**src/rtl/instr_encoder_pkg.sv**
```systemverilog
// Shared definitions for the instruction encoder: word sizes, format codes,
// immediate field widths and the opcodes the encoder is normally fed.
`ifndef WORD
`define WORD 64
`endif
`ifndef INSTR_LEN
`define INSTR_LEN 32
`endif

package instr_encoder_pkg;

    localparam int WORD_W  = `WORD;
    localparam int INSTR_W = `INSTR_LEN;

    typedef enum logic [1:0] {
        FMT_R  = 2'b00,
        FMT_D  = 2'b01,
        FMT_CB = 2'b10,
        FMT_B  = 2'b11
    } fmt_e;

    localparam int D_IMM_W  = 9;
    localparam int CB_IMM_W = 19;
    localparam int B_IMM_W  = 26;

    // Opcodes are left-aligned in 11 bits; CB keeps [10:3], B keeps [10:5].
    localparam logic [10:0] OP_LDUR = 11'h7C2;
    localparam logic [10:0] OP_STUR = 11'h7C0;
    localparam logic [10:0] OP_CBZ  = 11'h5A0;
    localparam logic [10:0] OP_B    = 11'h0A0;
    localparam logic [10:0] OP_ADD  = 11'h458;

endpackage

```
**src/rtl/instr_encoder_imm_range_check.sv**
```systemverilog
// Truncates the 64-bit signed immediate to the field width of the format and
// flags values that do not survive the truncation.
module imm_range_check
    import instr_encoder_pkg::*;
(
    input  logic [WORD_W-1:0]  imm,
    input  fmt_e               fmt,
    output logic [B_IMM_W-1:0] field,
    output logic               err
);

    // The immediate fits when every bit from the field's sign bit upward agrees.
    logic [WORD_W-D_IMM_W:0]  d_top;
    logic [WORD_W-CB_IMM_W:0] cb_top;
    logic [WORD_W-B_IMM_W:0]  b_top;

    assign d_top  = imm[WORD_W-1:D_IMM_W-1];
    assign cb_top = imm[WORD_W-1:CB_IMM_W-1];
    assign b_top  = imm[WORD_W-1:B_IMM_W-1];

    always_comb begin
        // NOTE: defaults first so every path assigns every output -- no latches.
        field = '0;
        err   = 1'b0;
        case (fmt)
            FMT_D: begin
                field = B_IMM_W'(imm[D_IMM_W-1:0]);
                err   = !((&d_top) || !(|d_top));
            end
            FMT_CB: begin
                field = B_IMM_W'(imm[CB_IMM_W-1:0]);
                err   = !((&cb_top) || !(|cb_top));
            end
            FMT_B: begin
                field = imm[B_IMM_W-1:0];
                err   = !((&b_top) || !(|b_top));
            end
            default: begin
                field = '0;
                err   = 1'b0;
            end
        endcase
    end

endmodule

```
**src/rtl/instr_encoder.sv**
```systemverilog
// Packs an R/D/CB/B field set into a 32-bit instruction word behind a single
// valid/ready output register, tagging each word with a byte address.
module instr_encoder
    import instr_encoder_pkg::*;
#(
    parameter int ADDR_W = 10
) (
    input  logic               clk,
    input  logic               rst_n,
    input  logic               clear,
    input  logic               in_valid,
    output logic               in_ready,
    input  logic [1:0]         in_fmt,
    input  logic [10:0]        in_opcode,
    input  logic [4:0]         in_rd,
    input  logic [4:0]         in_rn,
    input  logic [4:0]         in_rm,
    input  logic [WORD_W-1:0]  in_imm,
    output logic               out_valid,
    input  logic               out_ready,
    output logic [INSTR_W-1:0] out_instr,
    output logic [ADDR_W-1:0]  out_addr,
    output logic               out_err,
    output logic [7:0]         err_count
);

    fmt_e                 fmt;
    logic [B_IMM_W-1:0]   field;
    logic                 imm_err;
    logic [INSTR_W-1:0]   instr_next;
    logic [ADDR_W-1:0]    addr_cnt;
    logic                 accept;
    logic                 drain;

    assign fmt = fmt_e'(in_fmt);

    imm_range_check u_imm_range_check (
        .imm   (in_imm),
        .fmt   (fmt),
        .field (field),
        .err   (imm_err)
    );

    always_comb begin
        instr_next = '0;
        case (fmt)
            FMT_R:   instr_next = {in_opcode, in_rm, 6'b000000, in_rn, in_rd};
            FMT_D:   instr_next = {in_opcode, field[D_IMM_W-1:0], 2'b00, in_rn, in_rd};
            FMT_CB:  instr_next = {in_opcode[10:3], field[CB_IMM_W-1:0], in_rd};
            FMT_B:   instr_next = {in_opcode[10:5], field};
            default: instr_next = '0;
        endcase
    end

    // A single output stage: a slot frees up in the same cycle it drains.
    assign in_ready = !out_valid || out_ready;
    assign accept   = in_valid && in_ready;
    assign drain    = out_valid && out_ready;

    // NOTE: sequential state uses non-blocking assignments so every register
    // samples pre-edge values regardless of statement order.
    always_ff @(posedge clk or negedge rst_n) begin
        if (!rst_n) begin
            out_valid <= 1'b0;
            out_instr <= '0;
            out_addr  <= '0;
            out_err   <= 1'b0;
        end else if (accept) begin
            out_valid <= 1'b1;
            out_instr <= instr_next;
            out_addr  <= addr_cnt;
            out_err   <= imm_err;
        end else if (drain) begin
            out_valid <= 1'b0;
        end
    end

    always_ff @(posedge clk or negedge rst_n) begin
        if (!rst_n) begin
            addr_cnt <= '0;
        end else if (clear) begin
            addr_cnt <= '0;
        end else if (accept) begin
            addr_cnt <= addr_cnt + ADDR_W'(4);
        end
    end

    always_ff @(posedge clk or negedge rst_n) begin
        if (!rst_n) begin
            err_count <= '0;
        end else if (clear) begin
            err_count <= '0;
        end else if (drain && out_err && (err_count != 8'hFF)) begin
            err_count <= err_count + 8'd1;
        end
    end

endmodule
```
**config.mk**
```make
export PLATFORM = sky130hd
export DESIGN_NAME = instr_encoder
export DESIGN_NICKNAME = d
export VERILOG_FILES = /design/src/rtl/instr_encoder_pkg.sv /design/src/rtl/instr_encoder_imm_range_check.sv /design/src/rtl/instr_encoder.sv
export SDC_FILE = /design/constraint.sdc
export NUM_CORES = 1
export LEC_CHECK = 0
export CAP_MARGIN = 10
export CORE_MARGIN = 2
export CORE_UTILIZATION = 41
export DETAILED_ROUTE_END_ITERATION = 8
export PLACE_DENSITY_LB_ADDON = 0.05
export SETUP_SLACK_MARGIN = 0.3
export SLEW_MARGIN = 5
export SYNTH_ARGS = -nofsm -noshare
export SYNTH_HDL_FRONTEND = slang
export SYNTH_SLANG_ARGS = --single-unit
```
**constraint.sdc**
```tcl
create_clock -name clk -period 2.3 [get_ports clk]
set_input_delay 0.345 -clock clk [delete_from_list [all_inputs] [get_ports clk]]
set_output_delay 0.345 -clock clk [all_outputs]
set_load 0.1 [all_outputs]
```
==> results of run 1 <==
[flip-flops by register name, indices dropped and copies added (netlist names)]
name / flops
out_instr: 32
addr_cnt: 8
err_count: 8
out_addr: 8
out_err: 1
out_valid: 1
[routing by layer]
metal  routed length [um]  up-vias  GRT usage (%)
met1                 3750     1431           26.1
li1                     -     1474              -
met3                  608       10           6.29
met5                    0        -              0
met2                 4840      101           41.4
met4                  102        0           5.90
[placed cells by master, fill, tap and decap left out, drive strengths merged, types with 2 or more instances in the layout]
master,instances
a21oi,13
conb,2
nand3,5
mux4,5
nand4,19
nor4,15
mux2,4
xnor2,2
and4,2
buf,61
o21ai,21
nand2b,2
ha,2
clkinv,2
o31ai,2
dlymetal6s2s,14
or3,4
nand2,89
dfrtp,58
clkbuf,12
nor3,2
and3,2
mux2i,18
xor2,8
nor2,31
clkdlybuf4s50,80
a221oi,4
[critical path, cell delays in order]
cell and delay [ns]:
sky130_fd_sc_hd__clkdlybuf4s50_1 0.43, sky130_fd_sc_hd__nor4_1 0.28, sky130_fd_sc_hd__nand4_1 0.13, sky130_fd_sc_hd__or4_4 0.45, sky130_fd_sc_hd__o311ai_2 0.26, sky130_fd_sc_hd__o22ai_1 0.12
sky130_fd_sc_hd__a21o_1 0.18
[what timing repair did]
| item | 4_1_cts | 5_1_grt |
|---|---|---|
| pin swaps | 4 | 15 |
| setup endpoints to repair | 1 | 3 |
| resized for setup | 3 | 18 |
| buffers inserted | 0 | 1 |
[metrics by stage]
stage	utilization (%)	TNS [ns]	setup WS [ns]	power, mW	cell area (um^2)
after floorplan	-	0	0.301	2.09	3070
after global placement	63.1	-0.0874	-0.0874	2.52	4550
after detailed placement	63.1	-0.126	-0.126	2.54	4550
after CTS	66.0	0	0.311	3.48	4760
after global routing	66.9	0	0.218	3.59	4830
final	66.9	0	0.332	3.46	4830
[kinds of logic (layout without fill, tap and decap cells)]
logic type | count (synthesis) | after routing | synth area share, %
adder cells (fa/ha/maj) | 2 | 2 | 0.822
other | 1 | 2 | 0.123
buffers and inverters | 20 | 172 | 2.71
multiplexers | 27 | 27 | 11.1
flip-flops | 58 | 58 | 47.7
XOR/XNOR | 10 | 10 | 2.88
AND/OR/NAND/NOR | 173 | 173 | 26.1
AO/OA/AOI/OAI | 44 | 44 | 8.59
[cell type report]
cell class / instances / area [um^2]
repair buffers: 156 / 1480
multi-input cells: 258 / 1560
inverters: 1 / 3.75
fillers: 619 / 2390
well taps: 99 / 124
clock inverters: 3 / 40.0
flip-flops and latches: 58 / 1460
clock buffers: 12 / 155
[final timing paths]
| check | endpoint | cells after the start | slack, ns |
|---|---|---|---|
| setup / recovery | out_err | 7 | 0.33 |
| hold / removal | out_instr[30] | 2 | 0.15 |
| setup reg to reg | err_count[5] | 6 | 0.46 |
| hold reg to reg | out_instr[7] | 2 | 0.48 |
| max in group asynchronous | err_count[3] | 2 | 1.59 |
| min in group clk | out_instr[7] | 2 | 0.48 |
[power by group]
group,internal [mW],switching [mW]
sequential,1.12,0.0612
combinational,0.371,0.969
clock,0.550,0.390
total,2.04,1.42
==> metrics.csv, run 1 <==
stage;metric;value;unit
global_route;number of global-route vias before repair;3098;
route;final wirelength;9300;um
timing;worst slew slack as a fraction of its limit;50.2;%
timing;clock period minus worst slack;1.97;ns
power_and_ir_drop;maximum ir drop on the vdd rail;0.000402;V
logic_synthesis;sequential fraction of the synthesis area;47.7;%
timing;final hold slack;0.150;ns
timing;Worst Skew;0.00762;ns
placement;HPWL Detailed;7090;um
final_layout;Diodes inserted;0;
worst_setup_path;Critical Path Source Type;primary input;
timing;Least-Margin Pin Slew;0.747;ns
logic_synthesis;dominant cells by area after synthesis;sky130_fd_sc_hd__dfrtp_1 48%, sky130_fd_sc_hd__nand2_1 11%, sky130_fd_sc_hd__mux2i_1 5.9%;
worst_setup_path;R2R Path Start;err_count[0];
min_path;worst min-delay path class;primary input to async pin;
cts;buffer depth of the longest clock path;2;
floorplanning;number of top-level pins;150;
logic_synthesis;prevailing post-synth register cell;sky130_fd_sc_hd__dfrtp_1;
logic_synthesis;cell area after technology mapping;0.00305;mm^2
floorplanning;floorplan core area;0.00721;mm^2
placement;quantity of I/O buffers inserted on ports;147;
worst_setup_path;critical path class;primary input to flop;
route;Initial DRC Count;106;
cts;H-tree Lvls;3;
worst_setup_path;critical path endpoint category;flop;
logic_synthesis;async set-or-reset flop fraction in the synthesized netlist;100;%
floorplanning;overall die width;90.2;um
floorplanning;y dimension of the die;90.2;um
floorplanning;initial core utilization;42.2;%
power_and_ir_drop;leakage power;2.27;nW
timing;fin. max-slew vios;0;
final_layout;final cell count without fillers;587;
route;total iterations of the first detailed-routing run;4;
final_layout;Synth-to-Final Area Change;58.5;%
cts;hold_buf cts;0;
global_route;pin count of the biggest net entering global routing;59;
logic_synthesis;post-synthesis cell type with the largest combined area;sky130_fd_sc_hd__dfrtp_1;
power_and_ir_drop;power density cells;716;mW/mm^2
global_route;number of antenna violations at the first check in global routing;0;
logic_synthesis;Syn Inst Count;335;
logic_synthesis;post-synthesis sequential element count;58;
placement;weighted congestion at the end of routability-driven global placement;0.859;
logic_synthesis;ranking of synthesized cells by instance count;89 x sky130_fd_sc_hd__nand2_1, 58 x sky130_fd_sc_hd__dfrtp_1, 31 x sky130_fd_sc_hd__nor2_1;
worst_setup_path;required arrival time at the worst endpoint;2.52;ns
route;via count;3016;
timing;crit share post-route;85.6;%
final_layout;fraction of layout cells with a size suffix above 1;21.7;%
route;remaining antenna violation count after routing;0;
run_status;outcome;finished, final reports clean;
flow_run;max-cap violation count;0;
logic_synthesis;Post-synth EDFFs;0;
logic_synthesis;most frequent cell after synthesis;sky130_fd_sc_hd__nand2_1;
logic_synthesis;proportion of netlist area held by the largest area contributor;47.7;%
timing;Hold Fails Final Rpt;0;
cts;cts bufs inserted;9;
global_route;first-pass GRT wire length;14900;um
global_route;aggregate global routing overflow;0;
global_route;combined global-route utilization of all metal layers;22.7;%
route;drc violations;0;
timing;endpoints failing setup;0;
cts;sink count of the clock tree;58;
logic_synthesis;number of distinct standard cells referenced by the synthesized netlist;33;
cts;CTS root buf;sky130_fd_sc_hd__clkbuf_8;
route;average wire per standard cell;15.8;um
final_layout;total number of nets in the final design;583;
worst_setup_path;Worst setup startpoint;in_imm[32];
floorplanning;row count;31;
placement;Placed Instances;571;
cts;clock network latency to the later pin of the worst-skew pair;0.33;ns
timing;RSZ-0062 raised after global routing;true;
worst_setup_path;largest driver fanout on the critical path;3;
timing;achievable clock frequency;508;MHz
route;number of vias per cell;5.14;
cts;clock-pin slew on the worst setup and hold paths;0.07;ns
floorplanning;area enclosed by the die boundary;0.00813;mm^2
logic_synthesis;total number of yosys warnings;0;
logic_synthesis;mean cell area of the mapped netlist;9.09;um^2
worst_setup_path;data arrival time at the worst-slack endpoint;2.19;ns
cts;clock tree from TritonCTS;done;
No activity file was read; power rests on OpenSTA's default activity.
==> inputs of run 2 (changes only) <==
Clock period 2.3 ns to 2 ns, I/O delays scaled along.
==> metrics.csv, run 2 (synthesis gave the netlist of run 1 again) <==
stage;metric;value;unit
run_status;outcome;finished, final reports clean;
timing;setup TNS;0;ns
floorplanning;floorplan core area;0.00721;mm^2
timing;Worst Skew;0.0115;ns
worst_setup_path;largest driver fanout on the critical path;4;
cts;buffer depth of the longest clock path;2;
worst_setup_path;CP bufs+invs;0;
route;Initial DRC Count;83;
timing;clock period minus worst slack;1.71;ns
cts;CTS root buf;sky130_fd_sc_hd__clkbuf_8;
timing;RSZ-0062 raised after global routing;true;
final_layout;Final Instance Area;0.00497;mm^2
timing;fin. max-slew vios;0;
cts;cts bufs inserted;9;
cts;clock-pin slew on the worst setup and hold paths;0.07;ns
worst_setup_path;critical path class;flop to flop;
cts;clock tree from TritonCTS;done;
timing;endpoints failing setup;0;
placement;HPWL Detailed;7080;um
cts;sink count of the clock tree;58;
global_route;number of antenna violations at the first check in global routing;0;
final_layout;largest reg by FF count;out_instr;
route;drc violations;0;
cts;H-tree Lvls;3;
timing;crit share post-route;85.4;%
floorplanning;number of top-level pins;150;
worst_setup_path;top cell family by delay on the critical path;simple AND/OR/NAND/NOR gates;
route;total iterations of the first detailed-routing run;4;
route;via count;3125;
timing;achievable clock frequency;585;MHz
timing;least setup slack across all paths after layout;0.292;ns
final_layout;fraction of layout cells with a size suffix above 1;28.0;%
final_layout;most common library cell in the layout ignoring fill and taps;sky130_fd_sc_hd__nand2_1;
final_layout;Synth-to-Final Area Change;63.3;%
route;M1 wire length;3800;um
worst_setup_path;slowest cell on the critical path;sky130_fd_sc_hd__dfrtp_4;
route;final wirelength;9240;um
worst_setup_path;data arrival time at the worst-slack endpoint;1.95;ns
placement;quantity of I/O buffers inserted on ports;147;
timing;worst slew slack as a fraction of its limit;58.6;%
floorplanning;y dimension of the die;90.2;um
worst_setup_path;chain of cells forming the critical path;ha_4 > nand3_2 > o2111a_2 > nand4_1 > or3_1 > a21oi_2;
route;met3 routed wirelength;623;um
min_path;worst min-delay path class;flop to flop;
placement;DP Area;0.00467;mm^2
power_and_ir_drop;leakage power;2.28;nW
route;highest routed layer;met4;
global_route;aggregate global routing overflow;0;
worst_setup_path;required arrival time at the worst endpoint;2.24;ns
floorplanning;initial core utilization;42.2;%
final_layout;max reg flops;32;
route;number of vias per cell;5.18;
final_layout;most frequent cells in the layout;87 x sky130_fd_sc_hd__nand2_1, 69 x sky130_fd_sc_hd__buf_4, 56 x sky130_fd_sc_hd__clkdlybuf4s50_1, 48 x sky130_fd_sc_hd__dfrtp_1, 30 x sky130_fd_sc_hd__nor2_1;
floorplanning;overall die width;90.2;um
power_and_ir_drop;power density cells;836;mW/mm^2
final_layout;Diodes inserted;0;
timing;Least-Margin Pin Slew;0.620;ns
worst_setup_path;peak per-stage delay on the critical path;0.50;ns
placement;weighted congestion at the end of routability-driven global placement;0.829;
cts;clock network latency to the later pin of the worst-skew pair;0.33;ns
floorplanning;area enclosed by the die boundary;0.00813;mm^2
placement;pre-CTS setup slack;-0.296;ns
route;average wire per standard cell;15.3;um
floorplanning;row count;31;
flow_run;max-cap violation count;0;
route;remaining antenna violation count after routing;0;
power_and_ir_drop;maximum ir drop on the vdd rail;0.000574;V
worst_setup_path;critical path endpoint category;flop;
global_route;combined global-route utilization of all metal layers;22.6;%
final_layout;total number of nets in the final design;598;
global_route;first-pass GRT wire length;14700;um
timing;Hold Fails Final Rpt;0;
final_layout;filler cell count;617;
route;met2 wirelength from detailed routing;4670;um
worst_setup_path;Critical Path Source Type;flop;
global_route;pin count of the biggest net entering global routing;38;
global_route;number of global-route vias before repair;3075;
run 2: changes by cell type in the layout (fill, tap and decap cells not counted), moves of 10 or more:
cell / change
sky130_fd_sc_hd__dlymetal6s2s_1: -14
sky130_fd_sc_hd__clkdlybuf4s15_1: +10
sky130_fd_sc_hd__clkdlybuf4s50_1: -24
sky130_fd_sc_hd__clkbuf_2: +10
sky130_fd_sc_hd__buf_4: +12
sky130_fd_sc_hd__dlygate4sd2_1: +17
run 2: where the power goes:
part | leakage (nW) | internal (mW) | switching, mW
sequential | 0.732 | 1.29 | 0.0742
clock | 0.117 | 0.806 | 0.449
combinational | 1.43 | 0.425 | 1.12
run 2: stage by stage:
step / total power, mW / hold WS (ns) / util (%) / cells
6_report: 4.16 / 0.474 / 68.9 / 603
5_1_grt: 4.32 / 0.497 / 68.9 / 603
4_1_cts: 4.19 / 0.466 / 68.4 / 598
3_5_place_dp: 2.94 / 0.315 / 64.7 / 576
3_3_place_gp: 2.92 / 0.320 / 64.7 / 576
2_1_floorplan: 2.41 / 0.00441 / - / 336
run 2: timing repair:
item | CTS | global route
resized for setup | 54 | 28
hold buffers | 1 | 0
gates cloned | 0 | 0
pin swaps | 19 | 9
hold endpoints to repair | 21 | 0
buffers inserted | 5 | 5
setup endpoints to repair | 3 | 6
run 2: area by class of cell:
| class | instances | area, um^2 | share of cell area (%) |
|---|---|---|---|
| multi-input combinational | 258 | 1630 | 32.7 |
| sequential | 58 | 1480 | 29.8 |
| clock buffer | 14 | 173 | 3.47 |
| clock inverter | 2 | 60.1 | 1.21 |
| timing repair buffer | 171 | 1500 | 30.2 |
| tap | 99 | 124 | 2.49 |
| inverter | 1 | 3.75 | 0.0755 |
run 2: tightest hold or removal path: stages (launching register included):
cell	delay, ns
sky130_fd_sc_hd__dfrtp_1	0.34
sky130_fd_sc_hd__nand2_1	0.05
sky130_fd_sc_hd__nand2_1	0.05
run 2: final timing paths:
path | to | cells after the start | start | slack [ns]
setup reg to reg | err_count[7] | 6 | err_count[1] | 0.29
min in group asynchronous | out_instr[28] | 2 | rst_n | 0.49
setup / recovery | err_count[7] | 6 | err_count[1] | 0.29
max in group asynchronous | err_count[6] | 3 | rst_n | 0.91
hold reg to reg | out_addr[4] | 2 | out_addr[4] | 0.47
hold / removal | out_addr[4] | 2 | out_addr[4] | 0.47
run 2: layer usage:
| layer | track usage (%) | vias up |
|---|---|---|
| met3 | 6.71 | 10 |
| met2 | 39.7 | 105 |
| li1 | - | 1509 |
| met4 | 6.15 | 0 |
| met5 | 0 | - |
| met1 | 26.9 | 1501 |
